File: config.mk
export PLATFORM = sky130hd
export DESIGN_NAME = serial_adder
export DESIGN_NICKNAME = d
export VERILOG_FILES = /design/src/rtl/serial_adder_pkg.sv /design/src/rtl/serial_adder_fa_cell.sv /design/src/rtl/serial_adder.sv
export SDC_FILE = /design/constraint.sdc
export NUM_CORES = 1
export LEC_CHECK = 0
export CAP_MARGIN = 20
export CORE_MARGIN = 2
export CORE_UTILIZATION = 36
export DETAILED_ROUTE_END_ITERATION = 10
export GPL_TIMING_DRIVEN = 0
export PLACE_DENSITY = 0.67
export SLEW_MARGIN = 20
export SYNTH_ARGS = -nofsm -noshare
export SYNTH_HDL_FRONTEND = slang
export SYNTH_SLANG_ARGS = --single-unit
File: constraint.sdc
create_clock -name clk -period 1.3 [get_ports clk]
set_input_delay 0.13 -clock clk [delete_from_list [all_inputs] [get_ports clk]]
set_output_delay 0.13 -clock clk [all_outputs]
set_load 0.02 [all_outputs]
File: src/rtl/serial_adder_pkg.sv
// Shared types and constants for the bit-serial adder.
package serial_adder_pkg;

   typedef enum logic [1:0] {
      S_IDLE  = 2'd0,
      S_SHIFT = 2'd1,
      S_DONE  = 2'd2
   } sa_state_e;

   localparam int SA_WIDTH_DEF = 8;

endpackage

File: src/rtl/serial_adder_fa_cell.sv
// Full-adder cell: two half-adder stages with an OR merging their carries.
module fa_cell (
   input  logic x,
   input  logic y,
   input  logic ci,
   output logic s,
   output logic co
);

   logic h1_s;
   logic h1_c;
   logic h2_c;

   assign h1_s = x ^ y;
   assign h1_c = x & y;
   assign s    = h1_s ^ ci;
   assign h2_c = h1_s & ci;
   assign co   = h1_c | h2_c;

endmodule

File: src/rtl/serial_adder.sv
// Bit-serial LSB-first adder, one full-adder cell reused over WIDTH cycles.
// Define SERIAL_ADDER_SIGNED_OVF_EN to add the signed-overflow output ovf.
module serial_adder
   import serial_adder_pkg::*;
#(
   parameter int WIDTH = SA_WIDTH_DEF
) (
   input  logic             clk,
   input  logic             rst,
   input  logic             in_valid,
   output logic             in_ready,
   input  logic [WIDTH-1:0] a,
   input  logic [WIDTH-1:0] b,
   input  logic             cin,
   output logic             out_valid,
   input  logic             out_ready,
   output logic [WIDTH-1:0] sum,
   output logic             cout,
   output logic             busy
`ifdef SERIAL_ADDER_SIGNED_OVF_EN
   ,
   output logic             ovf
`endif
);

   localparam int CW = ($clog2(WIDTH) < 1) ? 1 : $clog2(WIDTH);
   localparam logic [CW-1:0] CNT_LAST = CW'(WIDTH - 1);

   sa_state_e        state_q;
   logic [WIDTH-1:0] a_q;
   logic [WIDTH-1:0] b_q;
   logic [WIDTH-1:0] sum_q;
   logic [WIDTH-1:0] sum_d;
   logic [CW-1:0]    cnt_q;
   logic [CW-1:0]    cnt_d;
   logic             carry_q;
   logic             in_ready_q;
   logic             out_valid_q;
   logic             busy_q;
   logic             fa_s;
   logic             fa_co;

   fa_cell u_fa (
      .x  (a_q[0]),
      .y  (b_q[0]),
      .ci (carry_q),
      .s  (fa_s),
      .co (fa_co)
   );

   assign sum_d = {fa_s, sum_q[WIDTH-1:1]};
   assign cnt_d = cnt_q + CW'(1);

   always_ff @(posedge clk or posedge rst) begin
      if (rst) begin
         state_q     <= S_IDLE;
         a_q         <= '0;
         b_q         <= '0;
         sum_q       <= '0;
         cnt_q       <= '0;
         carry_q     <= 1'b0;
         in_ready_q  <= 1'b1;
         out_valid_q <= 1'b0;
         busy_q      <= 1'b0;
      end else begin
         unique case (state_q)
            S_IDLE: begin
               if (in_valid) begin
                  a_q        <= a;
                  b_q        <= b;
                  carry_q    <= cin;
                  cnt_q      <= '0;
                  in_ready_q <= 1'b0;
                  busy_q     <= 1'b1;
                  state_q    <= S_SHIFT;
               end
            end
            S_SHIFT: begin
               a_q     <= a_q >> 1;
               b_q     <= b_q >> 1;
               sum_q   <= sum_d;
               carry_q <= fa_co;
               cnt_q   <= cnt_d;
               if (cnt_q == CNT_LAST) begin
                  out_valid_q <= 1'b1;
                  state_q     <= S_DONE;
               end
            end
            S_DONE: begin
               // in_ready stays low here, so in_valid cannot be taken this edge
               if (out_ready) begin
                  out_valid_q <= 1'b0;
                  busy_q      <= 1'b0;
                  in_ready_q  <= 1'b1;
                  state_q     <= S_IDLE;
               end
            end
            default: begin
               state_q <= S_IDLE;
            end
         endcase
      end
   end

`ifdef SERIAL_ADDER_SIGNED_OVF_EN
   logic ovf_q;

   // On the MSB step carry_q is the carry into the MSB, fa_co the carry out
   always_ff @(posedge clk or posedge rst) begin
      if (rst) begin
         ovf_q <= 1'b0;
      end else if (state_q == S_SHIFT && cnt_q == CNT_LAST) begin
         ovf_q <= carry_q ^ fa_co;
      end
   end

   assign ovf = ovf_q;
`endif

   assign in_ready  = in_ready_q;
   assign out_valid = out_valid_q;
   assign busy      = busy_q;
   assign sum       = sum_q;
   assign cout      = carry_q;

endmodule
# ---- Word level (Yosys, flattened, before mapping)
# Index checks and enable logic that the tools add are counted.
dict set report totals {
  elab_cells 49
  input_bits 21
  reg_bits 33
}
dict set report classes {
  n_mux 20
  bitwise_logic 5
  n_reduce_logical 8
  eq_ne 6
  add_sub_neg 1
}
# operator count
set ops {}
lappend ops {{one-hot mux 8 bit (2 select lines)} 2}
lappend ops {{2-to-1 mux 8 bit} 2}
lappend ops {{AND reduction 3 bit} 3}
lappend ops {{one-hot mux 1 bit (2 select lines)} 4}
lappend ops {{2-to-1 mux 1 bit} 6}
lappend ops {{2-to-1 mux 2 bit} 3}
lappend ops {{inequality test 2 bit (second input constant)} 3}
lappend ops {{one-hot mux 2 bit (3 select lines)} 1}
lappend ops {{one-hot mux 3 bit (2 select lines)} 1}
lappend ops {{nonzero test 2 bit} 3}
lappend ops {{adder 3 x 1 -> 3 bit (second input constant)} 1}
lappend ops {{equality test 3 bit (second input constant)} 1}
lappend ops {{2-to-1 mux 3 bit} 1}
lappend ops {{AND 1 bit} 2}
lappend ops {{equality test 2 x 1 -> 1 bit (second input constant)} 1}
lappend ops {{equality test 2 bit (second input constant)} 1}
lappend ops {{logical NOT 2 bit} 1}
lappend ops {{AND reduction 2 bit} 1}
lappend ops {{XOR 1 bit} 2}
lappend ops {{bitwise OR 1 bit} 1}

# ---- Logic depth before layout (Yosys ltp)
# Gate-level depths: netlist of the first run.
dict set report depth {
  ltp_word 4
  depth_mapped 5
  depth_no_buf 4
}

# ---- Hierarchy
# From an unflattened synthesis of the first run, not the netlist that was laid out.
dict set report hier_totals {
  hier_cells 153
  area_unflattened_um2 1498.9
}
# mod cells_each seq_area_each_um2 n_inst area_per_inst_um2
set modules_own_cells {}
lappend modules_own_cells {serial_adder 152 827.0 1 1478.9}
lappend modules_own_cells {fa_cell 1 0.0 1 20.0}

# ---- Worst setup path after synthesis of the first run
# OpenSTA, ideal clock, no wires.
dict set report synth_timing {
  kind {reg-to-reg}
  startpoint {register carry_q, in the netlist cout}
  endpoint {register carry_q, in the netlist cout}
  setup_ns 0.123
  setup_slack_ns 0.013
  synth_period_minus_slack_ns 1.287
  arrival_time_ns 1.164
  n_path_buf 0
  required_time_ns 1.177
  stages_incl_launch_ff 3
  path_cell_list {dfrtp_1 -> fa_1 -> o221a_2}
}
dict set report synth_via {
  elab_chain_len 3
}
# item line
set synth_lines {}
lappend synth_lines {{start, declared} serial_adder.sv:36} ;# logic carry_q;
lappend synth_lines {{start signal, assigned} serial_adder.sv:71} ;# carry_q <= cin;
lappend synth_lines {{start signal, assigned} serial_adder.sv:82} ;# carry_q <= fa_co;
lappend synth_lines {{AND 1 bit} serial_adder_fa_cell.sv:17} ;# assign h2_c = h1_s & ci;
lappend synth_lines {{bitwise OR 1 bit} serial_adder_fa_cell.sv:18} ;# assign co = h1_c | h2_c;
lappend synth_lines {{one-hot mux 1 bit (2 select lines)} serial_adder.sv:66} ;# unique case (state_q)
# Every way passes these cells.
# A chain may end at the register's enable or synchronous reset.

# ---- Final worst setup path of the first run
dict set report layout_timing {
  startpoint {register state_q[1]}
  endpoint {register carry_q, in the netlist cout}
}
dict set report layout_via {
  elab_chain_len 3
}
# item line
set layout_lines {}
lappend layout_lines {{start, declared} serial_adder.sv:29} ;# sa_state_e state_q;
lappend layout_lines {{start signal, assigned} serial_adder.sv:56} ;# state_q <= S_IDLE;
lappend layout_lines {{start signal, assigned} serial_adder.sv:75} ;# state_q <= S_SHIFT;
lappend layout_lines {{start signal, assigned} serial_adder.sv:86} ;# state_q <= S_DONE;
lappend layout_lines {{equality test 2 x 1 -> 1 bit or logical NOT 2 bit (tied branches)} serial_adder.sv:66}
lappend layout_lines {{nonzero test 2 bit (no source line) or inequality test 2 bit (tied branches)} -}
lappend layout_lines {{AND reduction 2 bit (no source line)} -}
# Parallel ways exist; a longest one is shown, timed or not.

==> reports/results.ini, run 1 <==
[pwr]
p_int_mw=3.23
p_comb_frac=0.401
power.density_nw_per_um2=2350
clockPowerShare=0.233
p_sw_mw=1.63
leakagePower_nw=0.926
p_seq_frac=0.365
vdd_drop_max_v=0.00117
switching_share=0.335

[logic_synthesis]
ys_types=23
syn_nets=163
yosysSeqAreaShare=0.555
ys_warn_count=0
synth_area_um2=1490
synth_cells=139
ys_ff_latch=33
syn_area_per_cell_um2=10.7

[setup_path]
r2r-start=state_q[1]
cp.required_ps=1470
cp-endpoint=cout
crit_type=reg2reg
r2r_slack_ps=50
cp_max_fo=10
worstSetupStartpointType=flop
worst-r2r-cell-count=4
arrival_ps=1420
worstSetupStartpoint=state_q[1]
reg2reg_to=cout
crit_path_end_kind=flop

[floorplan]
rows=23
start_util=0.373
die_w_um=68.3
dieArea_um2=4670
pin_count=33
die_h_um=68.3
core_region_area_um2=4000

[routing]
drt_iter0_drc=64
met2WireLength_um=1420
remaining_drc_errors=0
wl_um=3060
viasPerCell=4.91
met1Wirelength_um=1440
wl_met3_um=134
maxUsedRoutingLayer=met4
drt_pass1_iterations=4
wl_per_cell_um=13.1
final_antenna_net_count=0
vias=1144

[timing]
hold_slack_ps=270
hold_viol=0
setup_viol=0
fin_crit_sh=0.958
rsz0062_at_grt=no
fin_setup_tns_ps=0
relSlewSlack=0.541
fmax_mhz=803
drv_slew=0
fin_crit_ps=1250
max_slew.worst_pin.slew_ps=687
finalWorstSetupSlack_ps=54.4
clock_skew_ps=5.91

[placed_design]
gp_congestion=0.810
place_inst=220
pre_cts_ws_ps=-118
io_buffers=31
dp_hpwl_um=2110

[final_layout]
n_fill_cell=370
post-route-util=0.518
nets=206
final_cells=233
drive_gt1_frac=0.219
num_antenna_cells=0
synthToLayoutAreaGrowth_pct=39.0

[global_route]
grt_pass1_vias=1136
grt_pass1_wl_um=5090
grt_max_degree=34
grtUsageTotal=0.148
grt_antenna_before_repair=0
grt_overflow=0

[cts]
cts_buffer_depth=2
cts_sinks=33
cts_buffers=5
clk_latency_ps=280
clk_pin_slew_ps=70
cts_tree=yes
cts_max_level=2
clockRootBuffer=clkbuf_8

[flow_run]
drv_cap=0

[outcome]
outcome=finished clean

[worst_hold_path]
hold_class=in2async

## registers in the layout, summed over array words and instances (netlist names)
| register | cells |
|---|---|
| b_q | 8 |
| in_ready | 1 |
| state_q | 2 |
| sum | 8 |
| busy | 1 |
| cout | 1 |
| out_valid | 1 |
| cnt_q | 3 |
| a_q | 8 |
## logic make-up (layout without fill, tap and decap cells)
kind of cell,Yosys count,after routing,synth area share
AND/OR/NAND/NOR,54,54,0.175
AO/OA/AOI/OAI,33,33,0.186
flip-flops,33,33,0.555
buffers and inverters,16,60,0.0537
adder cells (fa/ha/maj),3,3,0.0302
## placed cells by master (no fill, tap or decap), types with 5 or more instances in the layout
master / instances
buf_4: 6
nor2_1: 6
o21a_1: 5
inv_1: 6
dlygate4sd2_1: 11
clkbuf_8: 5
nand3b_1: 10
dfrtp_1: 30
nand2_1: 28
o221a_2: 10
a32oi_1: 5
clkdlybuf4s50_1: 19
## worst max-delay path, stage by stage, from the launching register on
cell and delay, ps:
dfrtp_2 460, nand2b_4 160, buf_6 130, buf_6 130
o221a_2 260
## cells in the mapped netlist
cell type / instances / share of area
dfrtp_1: 32 / 0.54
nand2_1: 28 / 0.071
nand3b_1: 10 / 0.050
o221a_2: 10 / 0.076
nor2_1: 8 / 0.020
inv_1: 7 / 0.018
a32oi_1: 5 / 0.029
nand2b_1: 5 / 0.021
o21a_1: 5 / 0.025
a21oi_1: 4 / 0.013
a22o_1: 4 / 0.024
buf_2: 4 / 0.013
o21ai_0: 3 / 0.010
buf_4: 2 / 0.010
clkbuf_1: 2 / 0.0050
ha_1: 2 / 0.017
nor2b_1: 2 / 0.0084
buf_6: 1 / 0.0076
dfstp_2: 1 / 0.018
fa_1: 1 / 0.013
nor2_2: 1 / 0.0042
o21bai_1: 1 / 0.0050
o22ai_1: 1 / 0.0042
## worst min path at each step
stage / startpoint / endpoint / slack, ps / cells after the start
after detailed placement: in_ready / in_ready / 470 / 2
after floorplan: out_ready / state_q[1] / 220 / 1
after global routing: in_valid / state_q[0] / 320 / 3
after CTS: in_valid / a_q[3] / 260 / 3
after global placement: in_ready / in_ready / 460 / 2
final: rst / sum[0] / 270 / 2
## power by group through the flow
| stage | Combinational (mW) | Clock (mW) | Sequential, mW |
|---|---|---|---|
| after floorplan | 1.17 | 0 | 1.86 |
| after global placement | 1.80 | 0 | 1.75 |
| after detailed placement | 1.88 | 0 | 1.77 |
| after CTS | 1.83 | 1.16 | 1.76 |
| after global routing | 2.18 | 1.21 | 1.83 |
| final | 1.95 | 1.13 | 1.78 |
## timing repair
item	CTS	global route
gates resized for setup	16	14
gates cloned	0	0
hold buffers	0	0
setup buffers	2	3
pin swaps	0	1
hold endpoints to repair	0	0
endpoints found under the setup margin	22	17
## per-layer routing
layer / up-vias / global-route usage
met5: - / 0
met4: 0 / 0.0675
met3: 7 / 0.0428
met2: 30 / 0.225
met1: 537 / 0.194
li1: 570 / -
## layout make-up
cell class / count / area (µm²) / share of cell area
multi-input cells: 90 / 611 / 0.295
clock buffers: 5 / 68.8 / 0.0332
clock inverters: 3 / 65.1 / 0.0314
inverters: 7 / 26.3 / 0.0127
flip-flops and latches: 33 / 830 / 0.400
repair buffers: 36 / 342 / 0.165
plain buffers: 9 / 67.6 / 0.0326
well taps: 50 / 62.6 / 0.0302
## through the flow
step	instance area [µm²]	power, mW
after floorplan	1490	3.03
after global placement	1860	3.55
after detailed placement	1860	3.65
after CTS	2020	4.75
after global routing	2070	5.22
final	2070	4.86
Note: power is estimated with default switching activity, not from simulation.
==> run 2, diff against run 1 <==
Settings changed: CAP_MARGIN 20 to default, CORE_UTILIZATION 36 to 44, PLACE_DENSITY 0.67 to 0.78.
==> reports/results.ini, run 2 (synthesis gave the netlist of run 1 again) <==
[placed_design]
gp_congestion=0.757  ; -6.5%
pre_cts_ws_ps=-74.5  ; +43.2 ps
place_inst=216  ; -1.8%
io_buffers=31  ; unchanged
dp_hpwl_um=2200  ; +3.9%

[timing]
fin_crit_sh=0.973  ; +0.0145
finalWorstSetupSlack_ps=35.6  ; -18.8 ps
hold_slack_ps=214  ; -55.9 ps
max_slew.worst_pin.slew_ps=667  ; -19.6 ps
clock_skew_ps=5.49  ; -0.422 ps
relSlewSlack=0.554  ; +0.0131
hold_viol=0  ; unchanged
drv_slew=0  ; unchanged
rsz0062_at_grt=no
fmax_mhz=791  ; -1.5%
fin_setup_tns_ps=0  ; unchanged
setup_viol=0  ; unchanged
fin_crit_ps=1260  ; +18.8 ps

[global_route]
grt_antenna_before_repair=0  ; unchanged
grtUsageTotal=0.181  ; +0.0329
grt_pass1_vias=1181  ; +4.0%
grt_max_degree=34  ; unchanged
grt_overflow=0  ; unchanged
grt_pass1_wl_um=5510  ; +8.1%

[pwr]
switching_share=0.372  ; +0.0368
clockPowerShare=0.137  ; -0.096
vdd_drop_max_v=0.00100  ; -15%
p_int_mw=2.67  ; -17%
p_comb_frac=0.446  ; +0.045
power.density_nw_per_um2=2190  ; -6.8%
leakagePower_nw=0.870  ; -6.1%
p_seq_frac=0.417  ; +0.052
p_sw_mw=1.58  ; -2.9%

[setup_path]
cp_max_fo=10  ; unchanged
worstSetupStartpointType=flop
r2r-start=state_q[1]
crit_type=reg2reg
cp.required_ps=1520  ; +50 ps
arrival_ps=1480  ; +60 ps
worstSetupStartpoint=state_q[1]
crit_path_end_kind=flop

[flow_run]
drv_cap=0  ; unchanged

[routing]
wl_um=3080  ; +0.85%
drt_iter0_drc=119  ; +86%
remaining_drc_errors=0  ; unchanged
final_antenna_net_count=0  ; unchanged
wl_per_cell_um=13.7  ; +4.4%
drt_pass1_iterations=4  ; unchanged
vias=1207  ; +5.5%
viasPerCell=5.36  ; +9.3%

[final_layout]
num_antenna_cells=0  ; unchanged
post-route-util=0.592  ; +0.0744
n_fill_cell=287  ; -22%
final_common_cell=dfrtp_1
synthToLayoutAreaGrowth_pct=30.6
drive_gt1_frac=0.201  ; -0.0175
nets=203  ; -1.5%
final_cells=225  ; -3.4%
layout_common_cells=30 x dfrtp_1, 28 x nand2_1, 19 x clkdlybuf4s50_1

[floorplan]
dieArea_um2=3870  ; -17%
pin_count=33  ; unchanged
core_region_area_um2=3280  ; -18%
start_util=0.454  ; +0.0812
die_h_um=62.2  ; -9.0%
rows=21  ; -8.7%
die_w_um=62.2  ; -9.0%

[cts]
clk_latency_ps=330  ; +50 ps
clk_pin_slew_ps=100  ; +30 ps
cts_buffers=5  ; unchanged
cts_tree=yes
cts_buffer_depth=2  ; unchanged
clockRootBuffer=clkbuf_4
cts_max_level=2  ; unchanged
cts_sinks=33  ; unchanged

[outcome]
outcome=finished clean

[worst_hold_path]
hold_class=in2async

[run 2: cell types whose count changed in the layout (fill, tap and decap cells not counted), moves of 2 or more]
cell	change
clkbuf_8	-4
bufinv_16	-2
nor2_2	+2
buf_4	-3
clkbuf_4	+6
nor2_4	-2
[run 2: worst paths after layout]
check / cells past startpoint / slack (ps) / end
hold / removal: 2 / 210 / sum[4]
setup / recovery: 4 / 40 / cout
hold reg to reg: 2 / 480 / sum[0]
setup reg to reg: 4 / 40 / cout
max in group asynchronous: 2 / 620 / state_q[0]
min in group clk: 3 / 220 / b_q[6]
[run 2: per-stage QoR]
| stage | cell area (µm²) | power, mW |
|---|---|---|
| 6_report | 1950 | 4.26 |
| 5_1_grt | 1950 | 4.61 |
| 3_3_place_gp | 1860 | 3.54 |
| 2_1_floorplan | 1490 | 3.03 |
| 3_5_place_dp | 1860 | 3.67 |
| 4_1_cts | 1910 | 4.18 |
[run 2: layout make-up]
type | instances | area [µm²] | share of cell area
inverters | 7 | 26.3 | 0.0135
clock buffers | 7 | 55.1 | 0.0283
multi-input cells | 90 | 603 | 0.310
flip-flops and latches | 33 | 830 | 0.426
repair buffers | 33 | 307 | 0.158
well taps | 46 | 57.6 | 0.0296
plain buffers | 9 | 67.6 | 0.0347
[run 2: what timing repair did]
action                     in CTS  in global routing
hold buffers                    0                  0
resized for setup              17                 11
setup buffers                   1                  1
setup endpoints to repair      22                 15
[run 2: metal layers]
layer | vias to the layer above | part of all wire | track usage
met5 | - | 0 | 0
met4 | 0 | 0.028 | 0.0667
met3 | 10 | 0.056 | 0.0525
met2 | 35 | 0.48 | 0.291
met1 | 594 | 0.44 | 0.233
li1 | 568 | - | -
[run 2: worst max-delay path: stages (launching register included)]
cell,delay [ps]
dfrtp_2,470
nand2b_4,160
buf_6,140
buf_6,130
o221a_2,260
[run 2: power by group through the flow]
| stage | logic, mW | clock network (mW) | registers, mW |
|---|---|---|---|
| floorplan | 1.17 | 0 | 1.86 |
| global placement | 1.79 | 0 | 1.75 |
| detailed placement | 1.89 | 0 | 1.78 |
| CTS | 1.83 | 0.586 | 1.76 |
| global route | 2.12 | 0.643 | 1.84 |
| finish | 1.90 | 0.584 | 1.78 |
